--- config.mk ---
export PLATFORM = sky130hd
export DESIGN_NAME = fp_add_arbiter
export DESIGN_NICKNAME = d
export VERILOG_FILES = /design/src/rtl/fp_add_arbiter.sv
export SDC_FILE = /design/constraint.sdc
export NUM_CORES = 1
export LEC_CHECK = 0
export CORE_AREA = 2 2 171 173
export DETAILED_ROUTE_END_ITERATION = 10
export DIE_AREA = 0 0 173 175
export GPL_ROUTABILITY_DRIVEN = 0
export PLACE_DENSITY = 0.53
export SLEW_MARGIN = 20
export SYNTH_ARGS = -nofsm -noshare
export SYNTH_HDL_FRONTEND = slang
export SYNTH_SLANG_ARGS = --single-unit
--- constraint.sdc ---
create_clock -name clk_i -period 3.3 [get_ports clk_i]
set_input_delay 0.66 -clock clk_i [delete_from_list [all_inputs] [get_ports clk_i]]
set_output_delay 0.66 -clock clk_i [all_outputs]
set_load 0.01 [all_outputs]
--- src/rtl/fp_add_arbiter.sv ---
// rtl/fp_add_arbiter.sv - round-robin scheduler sharing one pipelined fp_add/round unit; optional FP_ADD_ARB_STATS_EN grant counters
package fp_add_arbiter_pkg;
    typedef enum logic [1:0] {FP32, FP64, FP16, FP16ALT} fp_format_e;

    function automatic int fp_width(fp_format_e fmt);
        case (fmt)
            FP32:    return 32;
            FP64:    return 64;
            default: return 16;
        endcase
    endfunction
endpackage

module fp_add_arbiter
    import fp_add_arbiter_pkg::*;
#(
    parameter fp_format_e FP_FORMAT   = FP32,
    parameter int         NUM_REQ     = 4,
    parameter int         FPU_LATENCY = 2,
    localparam int        FP_WIDTH    = fp_width(FP_FORMAT),
    localparam int        ID_W        = $clog2(NUM_REQ)
) (
    input  logic                          clk_i,
    input  logic                          rst_i,
    input  logic [NUM_REQ-1:0]            req_valid_i,
    output logic [NUM_REQ-1:0]            req_ready_o,
    input  logic [NUM_REQ*FP_WIDTH-1:0]   req_a_i,
    input  logic [NUM_REQ*FP_WIDTH-1:0]   req_b_i,
    input  logic [NUM_REQ-1:0]            req_sub_i,
    input  logic [NUM_REQ*3-1:0]          req_rnd_i,
    output logic [FP_WIDTH-1:0]           fpu_a_o,
    output logic [FP_WIDTH-1:0]           fpu_b_o,
    output logic                          fpu_sub_o,
    output logic [2:0]                    fpu_rnd_o,
    output logic [1:0]                    fpu_rs_o,
    output logic                          fpu_start_o,
    input  logic [FP_WIDTH-1:0]           fpu_result_i,
    input  logic [4:0]                    fpu_flags_i,
    output logic [NUM_REQ-1:0]            resp_valid_o,
    output logic [ID_W-1:0]               resp_id_o,
    output logic [FP_WIDTH-1:0]           resp_result_o,
    output logic [4:0]                    resp_flags_o,
    output logic                          busy_o
`ifdef FP_ADD_ARB_STATS_EN
    ,
    output logic [NUM_REQ*16-1:0]         grant_cnt_o
`endif
);

    localparam logic [NUM_REQ-1:0] ONE = {{(NUM_REQ-1){1'b0}}, 1'b1};

    logic [ID_W-1:0] rr_ptr;
    logic [ID_W-1:0] grant_id;
    logic [ID_W-1:0] cand;
    logic [ID_W:0]   sum;
    logic            grant_found;

    // Scan from the rr pointer, wrapping modulo NUM_REQ; first valid wins.
    always_comb begin
        grant_found = 1'b0;
        grant_id    = '0;
        sum         = '0;
        cand        = '0;
        for (int i = 0; i < NUM_REQ; i++) begin
            sum = {1'b0, rr_ptr} + (ID_W+1)'(i);
            if (sum >= (ID_W+1)'(NUM_REQ))
                sum = sum - (ID_W+1)'(NUM_REQ);
            cand = sum[ID_W-1:0];
            if (!grant_found && req_valid_i[cand]) begin
                grant_found = 1'b1;
                grant_id    = cand;
            end
        end
    end

    assign req_ready_o = (grant_found && !rst_i) ? (ONE << grant_id) : '0;
    assign fpu_start_o = |req_ready_o;
    assign fpu_a_o     = fpu_start_o ? req_a_i[grant_id*FP_WIDTH +: FP_WIDTH] : '0;
    assign fpu_b_o     = fpu_start_o ? req_b_i[grant_id*FP_WIDTH +: FP_WIDTH] : '0;
    assign fpu_sub_o   = fpu_start_o ? req_sub_i[grant_id] : 1'b0;
    assign fpu_rnd_o   = fpu_start_o ? req_rnd_i[grant_id*3 +: 3] : 3'b000;
    assign fpu_rs_o    = 2'b00;

    always_ff @(posedge clk_i) begin
        if (rst_i)
            rr_ptr <= '0;
        else if (fpu_start_o)
            rr_ptr <= (grant_id == ID_W'(NUM_REQ-1)) ? '0 : grant_id + 1'b1;
    end

    logic            cap_valid;
    logic [ID_W-1:0] cap_id;
    logic            pipe_busy;

    generate
        if (FPU_LATENCY == 0) begin : g_lat0
            assign cap_valid = fpu_start_o;
            assign cap_id    = grant_id;
            assign pipe_busy = 1'b0;
        end else begin : g_pipe
            logic [FPU_LATENCY-1:0] tag_valid;
            logic [ID_W-1:0]        tag_id [FPU_LATENCY];

            // Only the valid bits need reset; ids are ignored while their valid is low.
            always_ff @(posedge clk_i) begin
                if (rst_i) begin
                    tag_valid <= '0;
                end else begin
                    tag_valid[0] <= fpu_start_o;
                    for (int i = 1; i < FPU_LATENCY; i++)
                        tag_valid[i] <= tag_valid[i-1];
                end
                tag_id[0] <= grant_id;
                for (int i = 1; i < FPU_LATENCY; i++)
                    tag_id[i] <= tag_id[i-1];
            end

            assign cap_valid = tag_valid[FPU_LATENCY-1];
            assign cap_id    = tag_id[FPU_LATENCY-1];
            assign pipe_busy = |tag_valid;
        end
    endgenerate

    always_ff @(posedge clk_i) begin
        if (rst_i) begin
            resp_valid_o  <= '0;
            resp_id_o     <= '0;
            resp_result_o <= '0;
            resp_flags_o  <= '0;
        end else begin
            resp_valid_o <= cap_valid ? (ONE << cap_id) : '0;
            if (cap_valid) begin
                resp_id_o     <= cap_id;
                resp_result_o <= fpu_result_i;
                resp_flags_o  <= fpu_flags_i;
            end
        end
    end

    assign busy_o = pipe_busy | (|resp_valid_o) | fpu_start_o;

`ifdef FP_ADD_ARB_STATS_EN
    always_ff @(posedge clk_i) begin
        for (int i = 0; i < NUM_REQ; i++) begin
            if (rst_i)
                grant_cnt_o[i*16 +: 16] <= '0;
            else if (req_valid_i[i] && req_ready_o[i] && grant_cnt_o[i*16 +: 16] != 16'hFFFF)
                grant_cnt_o[i*16 +: 16] <= grant_cnt_o[i*16 +: 16] + 16'd1;
        end
    end
`endif

endmodule
==> impl_metrics.csv <==
group,metric,value,unit
status,status,"completed",
clocking,clkTransAtPathRegs,0.06,ns
place,place_ws,-0.495,ns
timing,worst_slew_pin_slew,0.685,ns
clocking,cts_sinks,51,
yosys,synth_top_cell_by_area,"mux2i_1",
critical_path,path_cells,"dlygate4sd2_1 > nor2b_2 > o21ai_4 > o221ai_4 > buf_4 > bufbuf_16 > mux2i_1 > o2bb2ai_1 > dlygate4sd2_1",
detailed_routing,drcViolationCount,0,
finish,num_antenna_cells,0,
min_path,min_path_cells,0,
yosys,synth-seq-area-share,25.4,%
timing,setup_viol,0,
global_routing,grtUsageTotal,16.1,%
timing,fin_setup_tns,0,ns
run,timing.max_cap.violations,0,
yosys,ys_types,29,
yosys,synth_top_area_share,26.4,%
power,ir_worst_vdd,0.183,mV
critical_path,crit_path_end_kind,"output port",
clocking,cts_root_buffer,"clkbuf_16",
critical_path,critPathMaxFanout,10,
critical_path,required,2.64,ns
timing,finClkSkew,0.00972,ns
power,p_leak,3.96,nW
floorplanning,initial_core_util,14.2,%
floorplanning,dieArea,0.0303,mm2
timing,slew_viol_final,0,
clocking,clk-insertion-delay-late,0.29,ns
critical_path,crit_top_cell,"dlygate4sd2_1",
power,p_clk_share,22.0,%
yosys,ys_ff_latch,51,
clocking,cts_buffers,5,
critical_path,slowest_delay,0.32,ns
timing,rsz0062_at_grt,"no",
yosys,synth_warnings,0,
global_routing,grt_overflow_total,0,
yosys,synth-main-ff-cell,"dfxtp_1",
yosys,async_reset_ff_share,0,%
floorplanning,io_pins,434,
critical_path,slowest_stage,"dlygate4sd2_1",
yosys,synth-edff-count,0,
yosys,synth_commonest_cells,"106 x mux2i_1, 68 x a22o_1, 68 x o2bb2ai_1",
detailed_routing,wl,26.0,mm
global_routing,grt_max_degree,48,
critical_path,criticalPathCategory,"input pin to output port",
floorplanning,core,0.0284,mm2
place,io_buffers,431,
detailed_routing,antenna_left,0,
global_routing,antenna_found_initial,1,
power,netSwitchingPower,0.886,mW
critical_path,path_buf_inv,4,
power,combPwrFrac,54.2,%
detailed_routing,drt_first_pass_iters,4,
clocking,htree_levels,2,
yosys,syn_area,0.00402,mm2
finish,drive_gt1_share,14.5,%
clocking,cts_tree,"yes",
critical_path,r2r_slack,1.35,ns
critical_path,crit_arrival,2.59,ns
power,finalPower,2.83,mW
min_path,hold_path.class,"register to register",
critical_path,cp_num_cells,9,
detailed_routing,routedWlPerCell,20.4,um
floorplanning,die_w,173,um
detailed_routing,num_vias,5382,
clocking,clock_path_buffers,2,
power,cell_internal_pwr,1.95,mW
global_routing,grt_pass1_wl,36.7,mm
yosys,avgSynthCellArea,9.31,um2
detailed_routing,viasPerCell,4.20,
place,hpwlAfterDp,21.0,mm
timing,fin_ws,0.0465,ns
critical_path,critPathLaunchType,"input pin",
critical_path,critPathTopFamily,"buffers and inverters",
power,p_seq_share,23.8,%
global_routing,grt_pass1_vias,5686,
finish,seq_area,0.00102,mm2
finish,fin_nets,1210,
finish,fillers,2988,
power,p_sw_share,31.3,%
detailed_routing,drtIter0Drc,211,
critical_path,reg2reg_depth,8,
power,powerDensity,296,mW/mm2
timing,fmax,307,MHz
yosys,synth_top_cells_by_area,"mux2i_1 26%, dfxtp_1 25%, a22o_1 15%",
timing,slew_headroom,54.3,%
timing,hold_viol,0,
finish,multiInputGateArea,0.00285,mm2
timing,post-route-period-util,98.6,%
timing,fin_crit,3.25,ns
floorplanning,fp.dieH,175,um
yosys,synth.most_common_cell,"mux2i_1",
finish,syn_to_final_growth,138,%
yosys,synth_cells,432,
floorplanning,fp-row-count,62,
per-stage QoR:
stage	util [%]	cells	hold slack (ns)	instance area, um2
after floorplan	-	433	0.310	4020
after global placement	32.3	1255	0.315	9160
after detailed placement	32.3	1255	0.317	9160
after CTS	33.7	1278	0.336	9570
after global routing	33.7	1280	0.341	9570
final	33.7	1280	0.330	9570
metal layers:
| layer | GRT usage [%] | wire length (um) | part of all wire [%] |
|---|---|---|---|
| met3 | 4.98 | 2380 | 9.1 |
| met2 | 29.0 | 13100 | 50 |
| met1 | 19.0 | 10300 | 39 |
| met4 | 2.97 | 319 | 1.2 |
| met5 | 0 | 13 | 0.050 |
sequential cells by signal, indices dropped and copies added (netlist names):
register	cells
resp_result_o	32
resp_flags_o	5
g_pipe.tag_id	4
resp_valid_o	4
g_pipe.tag_valid	2
resp_id_o	2
rr_ptr	2
cell type report:
type / count / area share (%)
flip-flops and latches: 51 / 10.7
repair buffers: 504 / 52.6
well taps: 384 / 5.02
multi-input cells: 330 / 29.8
clock buffers: 6 / 1.45
clock inverters: 2 / 0.405
inverters: 3 / 0.118
path summary, 6_finish.rpt:
check | from | endpoint
worst max-delay path | req_valid_i[2] | fpu_b_o[6]
worst min-delay path | g_pipe.tag_id[0][0]$_DFF_P_ | g_pipe.tag_id[0][2]$_DFF_P_
worst max register to register | rr_ptr[0]$_SDFFE_PP0P_ | g_pipe.tag_id[0][0]$_DFF_P_
worst min register to register | g_pipe.tag_id[0][0]$_DFF_P_ | g_pipe.tag_id[0][2]$_DFF_P_
cells by family (layout without fill, tap and decap cells):
family / Yosys count / in the layout / share of synthesized area (%)
flip-flops: 51 / 51 / 25.4
multiplexers: 106 / 106 / 26.4
AND/OR/NAND/NOR: 71 / 71 / 7.81
AO/OA/AOI/OAI: 151 / 151 / 32.6
buffers and inverters: 52 / 515 / 7.75
other: 1 / 2 / 0.0933
worst register-to-register path: cells and delay by family (launching register included):
family	cells	cell delay, ns
buf+inv	5	0.78
flops	1	0.51
compound gates	2	0.32
simple gates	1	0.26
cell usage in the layout (no fill, tap or decap), types with 6 or more instances in the layout:
cell type and n:
a22o_1 67, buf_12 17, buf_2 14, buf_4 46
clkbuf_16 6, clkbuf_2 9, clkdlybuf4s15_1 7, clkdlybuf4s50_1 354
dfxtp_1 50, dlygate4sd2_1 46, mux2i_1 100, nor2_1 50
o2bb2ai_1 66
power groups by stage:
stage / combinational [mW] / clock [mW] / sequential (mW)
2_1_floorplan: 0.568 / 0 / 0.695
3_3_place_gp: 1.51 / 0 / 0.687
4_1_cts: 1.55 / 0.653 / 0.675
5_1_grt: 1.64 / 0.677 / 0.680
6_report: 1.54 / 0.622 / 0.675
3_5_place_dp: 1.51 / 0 / 0.689
repair_timing:
item | CTS | global route
buffers inserted | 11 | 1
hold buffers | 0 | 0
setup endpoints to repair | 74 | 25
pin swaps | 8 | 2
cloned | 4 | 1
resized for setup | 145 | 26
Power figures use the tool's default switching activity.
